File: config.mk
export PLATFORM = sky130hd
export DESIGN_NAME = rlbp_timing_gen
export DESIGN_NICKNAME = d
export VERILOG_FILES = /design/src/rtl/rlbp_timing_gen.sv
export SDC_FILE = /design/constraint.sdc
export NUM_CORES = 1
export LEC_CHECK = 0
export CORE_MARGIN = 1.5
export CORE_UTILIZATION = 35
export CTS_BUF_LIST = sky130_fd_sc_hd__clkbuf_8
export CTS_CLUSTER_DIAMETER = 60
export DETAILED_ROUTE_END_ITERATION = 6
export HOLD_SLACK_MARGIN = 0.15
export PLACE_DENSITY = 0.64
export SLEW_MARGIN = 25
export SYNTH_ARGS = -nofsm -noshare
export SYNTH_HDL_FRONTEND = slang
export SYNTH_SLANG_ARGS = --single-unit
File: constraint.sdc
create_clock -name wb_clk_i -period 8.7 [get_ports wb_clk_i]
set_clock_uncertainty 0.1 [all_clocks]
set_input_delay 1.74 -clock wb_clk_i [delete_from_list [all_inputs] [get_ports wb_clk_i]]
set_output_delay 1.74 -clock wb_clk_i [all_outputs]
set_load 0.1 [all_outputs]
File: src/rtl/rlbp_timing_gen.sv
// Wishbone-programmed frame timing generator: N_CH windowed pulse channels,
// end-of-frame clear, one-shot/continuous sequencing and a comparator sampler.
module rlbp_timing_gen #(
  parameter int N_CH = 7,
  parameter int CW   = 12,
  parameter int SR_W = 8
) (
  input  logic            wb_clk_i,
  input  logic            rst,
  input  logic            wbs_cyc_i,
  input  logic            wbs_stb_i,
  input  logic            wbs_we_i,
  input  logic [3:0]      wbs_sel_i,
  input  logic [31:0]     wbs_adr_i,
  input  logic [31:0]     wbs_dat_i,
  output logic            wbs_ack_o,
  output logic [31:0]     wbs_dat_o,
  input  logic            start_i,
  input  logic            cmp_i,
  output logic [N_CH-1:0] ch_o,
  output logic            clr_o,
  output logic            cmp_valid_o,
  output logic [SR_W-1:0] sr_o,
  output logic            busy_o,
  output logic            irq_o
);

  typedef enum logic [1:0] {IDLE, RUN, DONE} state_e;

  state_e                 state_q, state_d;
  logic                   en_q, en_d;
  logic                   oneshot_q, oneshot_d;
  logic                   irq_en_q, irq_en_d;
  logic [CW-1:0]          period_q, period_d;
  logic [15:0]            frames_q, frames_d;
  logic [CW-1:0]          cmp_time_q, cmp_time_d;
  logic [N_CH-1:0]        pol_q, pol_d;
  logic [N_CH-1:0][CW-1:0] up_q, up_d;
  logic [N_CH-1:0][CW-1:0] down_q, down_d;
  logic                   done_q, done_d;
  logic [SR_W-1:0]        sr_q, sr_d;
  logic [CW-1:0]          cnt_q, cnt_d;
  logic [15:0]            fcnt_q, fcnt_d;
  logic [N_CH-1:0]        ch_q, ch_d;
  logic                   sync1_q, sync1_d;
  logic                   sync2_q, sync2_d;
  logic                   start_q, start_d;
  logic                   ack_q, ack_d;
  logic [31:0]            dat_q, dat_d;

  logic                   wb_sel;
  logic                   wb_acc;
  logic                   wb_wr;
  logic [7:0]             off;
  logic [31:0]            rdata;
  logic                   soft_start;
  logic                   en_eff;
  logic                   done_clr;
  logic                   sr_wr;
  logic                   start_edge;
  logic                   running;
  logic [15:0]            fcnt_inc;
  logic [15:0]            frames_eff;
  logic [SR_W-1:0]        sr_shift;
  logic                   unused_bits;

  assign unused_bits = ^{wbs_sel_i[3:1], wbs_adr_i[27:8], wbs_dat_i[31:16]};

  // A new access is taken only when no ack is outstanding, so a held strobe
  // can never produce two consecutive acks.
  assign wb_sel     = wbs_cyc_i & wbs_stb_i & (wbs_adr_i[31:28] == 4'h3);
  assign wb_acc     = wb_sel & ~ack_q;
  assign wb_wr      = wb_acc & wbs_we_i & wbs_sel_i[0];
  assign off        = wbs_adr_i[7:0];
  assign start_edge = start_i & ~start_q;
  assign running    = (state_q == RUN);
  assign fcnt_inc   = fcnt_q + 16'd1;
  assign frames_eff = (frames_q == 16'd0) ? 16'd1 : frames_q;

  generate
    if (SR_W == 1) begin : g_sr_one
      assign sr_shift = sync2_q;
    end else begin : g_sr_many
      assign sr_shift = {sr_q[SR_W-2:0], sync2_q};
    end
  endgenerate

  always_comb begin
    en_d       = en_q;
    oneshot_d  = oneshot_q;
    irq_en_d   = irq_en_q;
    period_d   = period_q;
    frames_d   = frames_q;
    cmp_time_d = cmp_time_q;
    pol_d      = pol_q;
    up_d       = up_q;
    down_d     = down_q;
    soft_start = 1'b0;
    en_eff     = en_q;
    done_clr   = 1'b0;
    sr_wr      = 1'b0;
    if (wb_wr) begin
      case (off)
        8'h00: begin
          en_d       = wbs_dat_i[0];
          oneshot_d  = wbs_dat_i[1];
          soft_start = wbs_dat_i[2];
          irq_en_d   = wbs_dat_i[3];
          en_eff     = wbs_dat_i[0];
        end
        8'h04: period_d   = wbs_dat_i[CW-1:0];
        8'h08: frames_d   = wbs_dat_i[15:0];
        8'h0C: cmp_time_d = wbs_dat_i[CW-1:0];
        8'h10: done_clr   = wbs_dat_i[1];
        8'h14: sr_wr      = 1'b1;
        8'h18: pol_d      = wbs_dat_i[N_CH-1:0];
        default: begin
          for (int i = 0; i < N_CH; i++) begin
            if (off == 8'(32 + 8 * i)) up_d[i] = wbs_dat_i[CW-1:0];
            if (off == 8'(36 + 8 * i)) down_d[i] = wbs_dat_i[CW-1:0];
          end
        end
      endcase
    end
  end

  always_comb begin
    rdata = '0;
    case (off)
      8'h00: rdata = {28'd0, irq_en_q, 1'b0, oneshot_q, en_q};
      8'h04: rdata = 32'(period_q);
      8'h08: rdata = 32'(frames_q);
      8'h0C: rdata = 32'(cmp_time_q);
      8'h10: rdata = {fcnt_q, 14'd0, done_q, running};
      8'h14: rdata = 32'(sr_q);
      8'h18: rdata = 32'(pol_q);
      default: begin
        for (int i = 0; i < N_CH; i++) begin
          if (off == 8'(32 + 8 * i)) rdata = 32'(up_q[i]);
          if (off == 8'(36 + 8 * i)) rdata = 32'(down_q[i]);
        end
      end
    endcase
    ack_d = wb_acc;
    dat_d = (wb_acc && !wbs_we_i) ? rdata : 32'd0;
  end

  // Clearing EN wins over frame bookkeeping; a DONE set wins over a W1C clear.
  always_comb begin
    state_d = state_q;
    cnt_d   = cnt_q;
    fcnt_d  = fcnt_q;
    done_d  = done_q;
    if (done_clr) done_d = 1'b0;
    case (state_q)
      IDLE: begin
        if (en_eff && (start_edge || soft_start)) begin
          state_d = RUN;
          cnt_d   = '0;
          fcnt_d  = '0;
        end
      end
      RUN: begin
        if (!en_eff) begin
          state_d = IDLE;
          cnt_d   = '0;
        end else if (cnt_q == period_q) begin
          cnt_d  = '0;
          fcnt_d = fcnt_inc;
          if (oneshot_q && (fcnt_inc >= frames_eff)) begin
            state_d = DONE;
            done_d  = 1'b1;
          end
        end else begin
          cnt_d = cnt_q + CW'(1);
        end
      end
      DONE:    state_d = IDLE;
      default: state_d = IDLE;
    endcase
  end

  always_comb begin
    ch_d = pol_q;
    for (int i = 0; i < N_CH; i++) begin
      if (running && (up_q[i] <= cnt_q) && (cnt_q < down_q[i])) ch_d[i] = ~pol_q[i];
    end
    sync1_d = cmp_i;
    sync2_d = sync1_q;
    start_d = start_i;
    sr_d    = sr_q;
    if (sr_wr) sr_d = wbs_dat_i[SR_W-1:0];
    else if (cmp_valid_o) sr_d = sr_shift;
  end

  always_ff @(posedge wb_clk_i) begin
    if (rst) begin
      state_q    <= IDLE;
      en_q       <= 1'b0;
      oneshot_q  <= 1'b0;
      irq_en_q   <= 1'b0;
      period_q   <= '0;
      frames_q   <= '0;
      cmp_time_q <= '0;
      pol_q      <= '0;
      up_q       <= '0;
      down_q     <= '0;
      done_q     <= 1'b0;
      sr_q       <= '0;
      cnt_q      <= '0;
      fcnt_q     <= '0;
      ch_q       <= '0;
      sync1_q    <= 1'b0;
      sync2_q    <= 1'b0;
      start_q    <= 1'b0;
      ack_q      <= 1'b0;
      dat_q      <= '0;
    end else begin
      state_q    <= state_d;
      en_q       <= en_d;
      oneshot_q  <= oneshot_d;
      irq_en_q   <= irq_en_d;
      period_q   <= period_d;
      frames_q   <= frames_d;
      cmp_time_q <= cmp_time_d;
      pol_q      <= pol_d;
      up_q       <= up_d;
      down_q     <= down_d;
      done_q     <= done_d;
      sr_q       <= sr_d;
      cnt_q      <= cnt_d;
      fcnt_q     <= fcnt_d;
      ch_q       <= ch_d;
      sync1_q    <= sync1_d;
      sync2_q    <= sync2_d;
      start_q    <= start_d;
      ack_q      <= ack_d;
      dat_q      <= dat_d;
    end
  end

  assign wbs_ack_o   = ack_q;
  assign wbs_dat_o   = dat_q;
  assign ch_o        = ch_q;
  assign clr_o       = running && (cnt_q == period_q);
  assign cmp_valid_o = running && (cnt_q == cmp_time_q);
  assign sr_o        = sr_q;
  assign busy_o      = running;
  assign irq_o       = done_q & irq_en_q;

endmodule

==> impl_metrics.ini <==
[power]
irDropWorstVdd_mv = 0.104
power_leakage_nw = 8.43
power_density_mw_per_mm2 = 143

[synth]
synth_cell_types = 79
syn_area_mm2 = 0.0180
seq_area_frac_synth = 0.333
ys.flop_type = dfxtp_1
yosysWarnings = 0
syn_inst = 2233
syn_avg_cell_area_um2 = 8.07
synth_top_cell_by_area = dfxtp_1
synth_edf_count = 0
synthArstFlopShare = 0
yosysMostFrequentCell = nand2_1
synth-seq-cells = 300
synth_top_area_share = 0.333
synth_area_leaders = dfxtp_1, ha_1, mux2i_1
synth_common_cells = nand2_1, dfxtp_1, a21oi_1
syn_nets = 2487

[setup_path]
ff2ff_setup_slack_ps = 4580
r2r_start = cnt_q[8]$_SDFFE_PP0P_
crit_path_end_kind = primary output
slowest_stage = clkdlybuf4s50_1
start_kind = flip-flop
criticalPathCategory = flip-flop to primary output
cp_data_required_time_ps = 6860
r2r-end = ch_o[1]$_SDFF_PP0_
path_max_fanout = 13
crit_chain = buf_4 > xnor2_1 > nand3_1 > or4_1 > nor4_4 > clkdlybuf4s50_1
ff2ff_path_depth = 8
crit_arrival_ps = 4140
worstSetupStartpoint = cnt_q[1]$_SDFFE_PP0P_
slowest_delay_ps = 1260
cp-endpoint = cmp_valid_o

[timing]
finalSetupViolCount = 0
worstMarginPinSlew_ps = 1140
rsz0062_at_grt = false
fin_ws_ps = 2720
hold_viol_final = 0
period_minus_slack_ps = 5980
setup_tns_ps = 0
post-route-period-util = 0.687
clock.fmax_mhz = 167
finalMaxSlewViolations = 0
max_slew_margin = 0.233

[grt]
grt_pass1_vias = 17000
antenna_found_initial = 0
overflow = 0
track_usage = 0.265
grt_max_degree = 87
grt_pass1_wl_um = 106000

[clock_network]
h-tree-depth = 2
cts_made_buffers = 53
clkSinkCount = 300
root_buffer = clkbuf_8
cts_resized = 0
cts_setup_buffers = 0
clk_pin_slew_ps = 60
clock_latency_ps = 680
cts_tree = yes
clock_path_buffers = 3
hold_buffers = 0

[final_layout]
seqCellArea_mm2 = 0.00601
syn2layout_area_growth_pct = 14.5
num_antenna_cells = 0
nets = 2528
multi_input_area_mm2 = 0.0110
fillCellCount = 5090
drive_above_1_share = 0.0703

[hold_path]
holdCritPathClass = flip-flop to flip-flop
whs_path_depth = 1

[placement]
preCtsSetupSlack_ps = 3100
gp_congestion = 1.00
hpwl_um = 48600
port_buffers = 87

[floorplanning]
core_mm2 = 0.0505
row_count = 82
start_util = 0.357
die_x_um = 230
dieHeight_um = 230
io_pins = 127
die_area_mm2 = 0.0529

[drt]
totalWireLength_um = 72100
drt_first_pass_iters = 6
avgRoutedWirePerCell_um = 24.1
vias = 17900
drcViolationCount = 0
viasPerCell = 5.97
ant_nets = 0
drt_iter0_markers = 2105

[job]
cap_viol_max_count = 0

[run_status]
status = completed
critical path: cells and delay by family (launching register included):
kind          cells  cell delay [ps]
simple gates      3             1330
xor+xnor          1              210
flops             1              310
buf+inv           2             1600
sequential cells by signal, summed over array words and instances (netlist names), 2 cells and up:
register / count
pol_q: 7
ch_o: 7
up_q: 84
cmp_time_q: 12
cnt_q: 12
frames_q: 16
wbs_dat_o: 32
fcnt_q: 16
sr_o: 8
state_q: 2
down_q: 84
period_q: 12
cell families after synthesis:
| group | share of synthesized area |
|---|---|
| DFF | 0.333 |
| and+or+nand+nor | 0.208 |
| buffers and inverters | 0.0606 |
| AOI/OAI and AO/OA | 0.173 |
| adders and majority gates | 0.124 |
| xor gates and xnor gates | 0.0189 |
| muxes | 0.0826 |
where the power goes:
part,internal [W],total (W),leakage [nW],switching (W)
sequential,0.00137,0.00137,2.42,0.000000258
combinational,0.0000379,0.000153,5.37,0.000115
clock,0.000760,0.00142,0.649,0.000655
metal layers:
metal / vias up / wire (um) / track usage
li1: 8001 / - / -
met1: 8532 / 29000 / 0.343
met2: 1043 / 30000 / 0.394
met3: 282 / 8000 / 0.0636
met4: 0 / 5090 / 0.172
met5: - / 0 / 0
how the worst min path moves through the flow:
stage,start,to
6_report,sync1_q$_SDFF_PP0_,sync2_q$_SDFF_PP0_
5_1_grt,down_q[31]$_SDFFE_PP0P_,down_q[31]$_SDFFE_PP0P_
4_1_cts,down_q[51]$_SDFFE_PP0P_,down_q[51]$_SDFFE_PP0P_
3_5_place_dp,down_q[51]$_SDFFE_PP0P_,down_q[51]$_SDFFE_PP0P_
3_3_place_gp,down_q[27]$_SDFFE_PP0P_,down_q[27]$_SDFFE_PP0P_
2_1_floorplan,sync1_q$_SDFF_PP0_,sync2_q$_SDFF_PP0_
layout make-up:
type                            instances  share of cell area
Multi-Input combinational cell       1658               0.533
Sequential cell                       300               0.291
Timing Repair Buffer                  129              0.0569
Clock buffer                           68              0.0453
Tap cell                              672              0.0407
Inverter                              132              0.0240
Clock inverter                         31             0.00909
layout by cell type (no fill, tap or decap), types with 27 or more instances in the layout:
cell | Yosys | layout
a211oi_1 | 27 | 27
nor2b_1 | 30 | 30
nand3_1 | 112 | 112
a21oi_1 | 207 | 207
nor2_1 | 177 | 176
dfxtp_1 | 300 | 300
clkdlybuf4s50_1 | 0 | 83
ha_1 | 179 | 179
inv_1 | 131 | 149
nand2_1 | 304 | 304
o22ai_1 | 30 | 30
o21ai_0 | 80 | 80
mux2i_1 | 133 | 133
nand4_1 | 28 | 28
buf_4 | 1 | 42
clkbuf_8 | 0 | 69
per-stage QoR:
step,area (um2),std cells,power (W),hold slack [ps],util
2_1_floorplan,18000,2233,0.00148,314,-
3_3_place_gp,19500,2891,0.00155,337,0.386
3_5_place_dp,19500,2891,0.00155,345,0.386
4_1_cts,20600,2990,0.00295,353,0.409
5_1_grt,20600,2990,0.00302,365,0.409
6_report,20600,2990,0.00294,351,0.409
No activity file was read; power rests on OpenSTA's default activity.
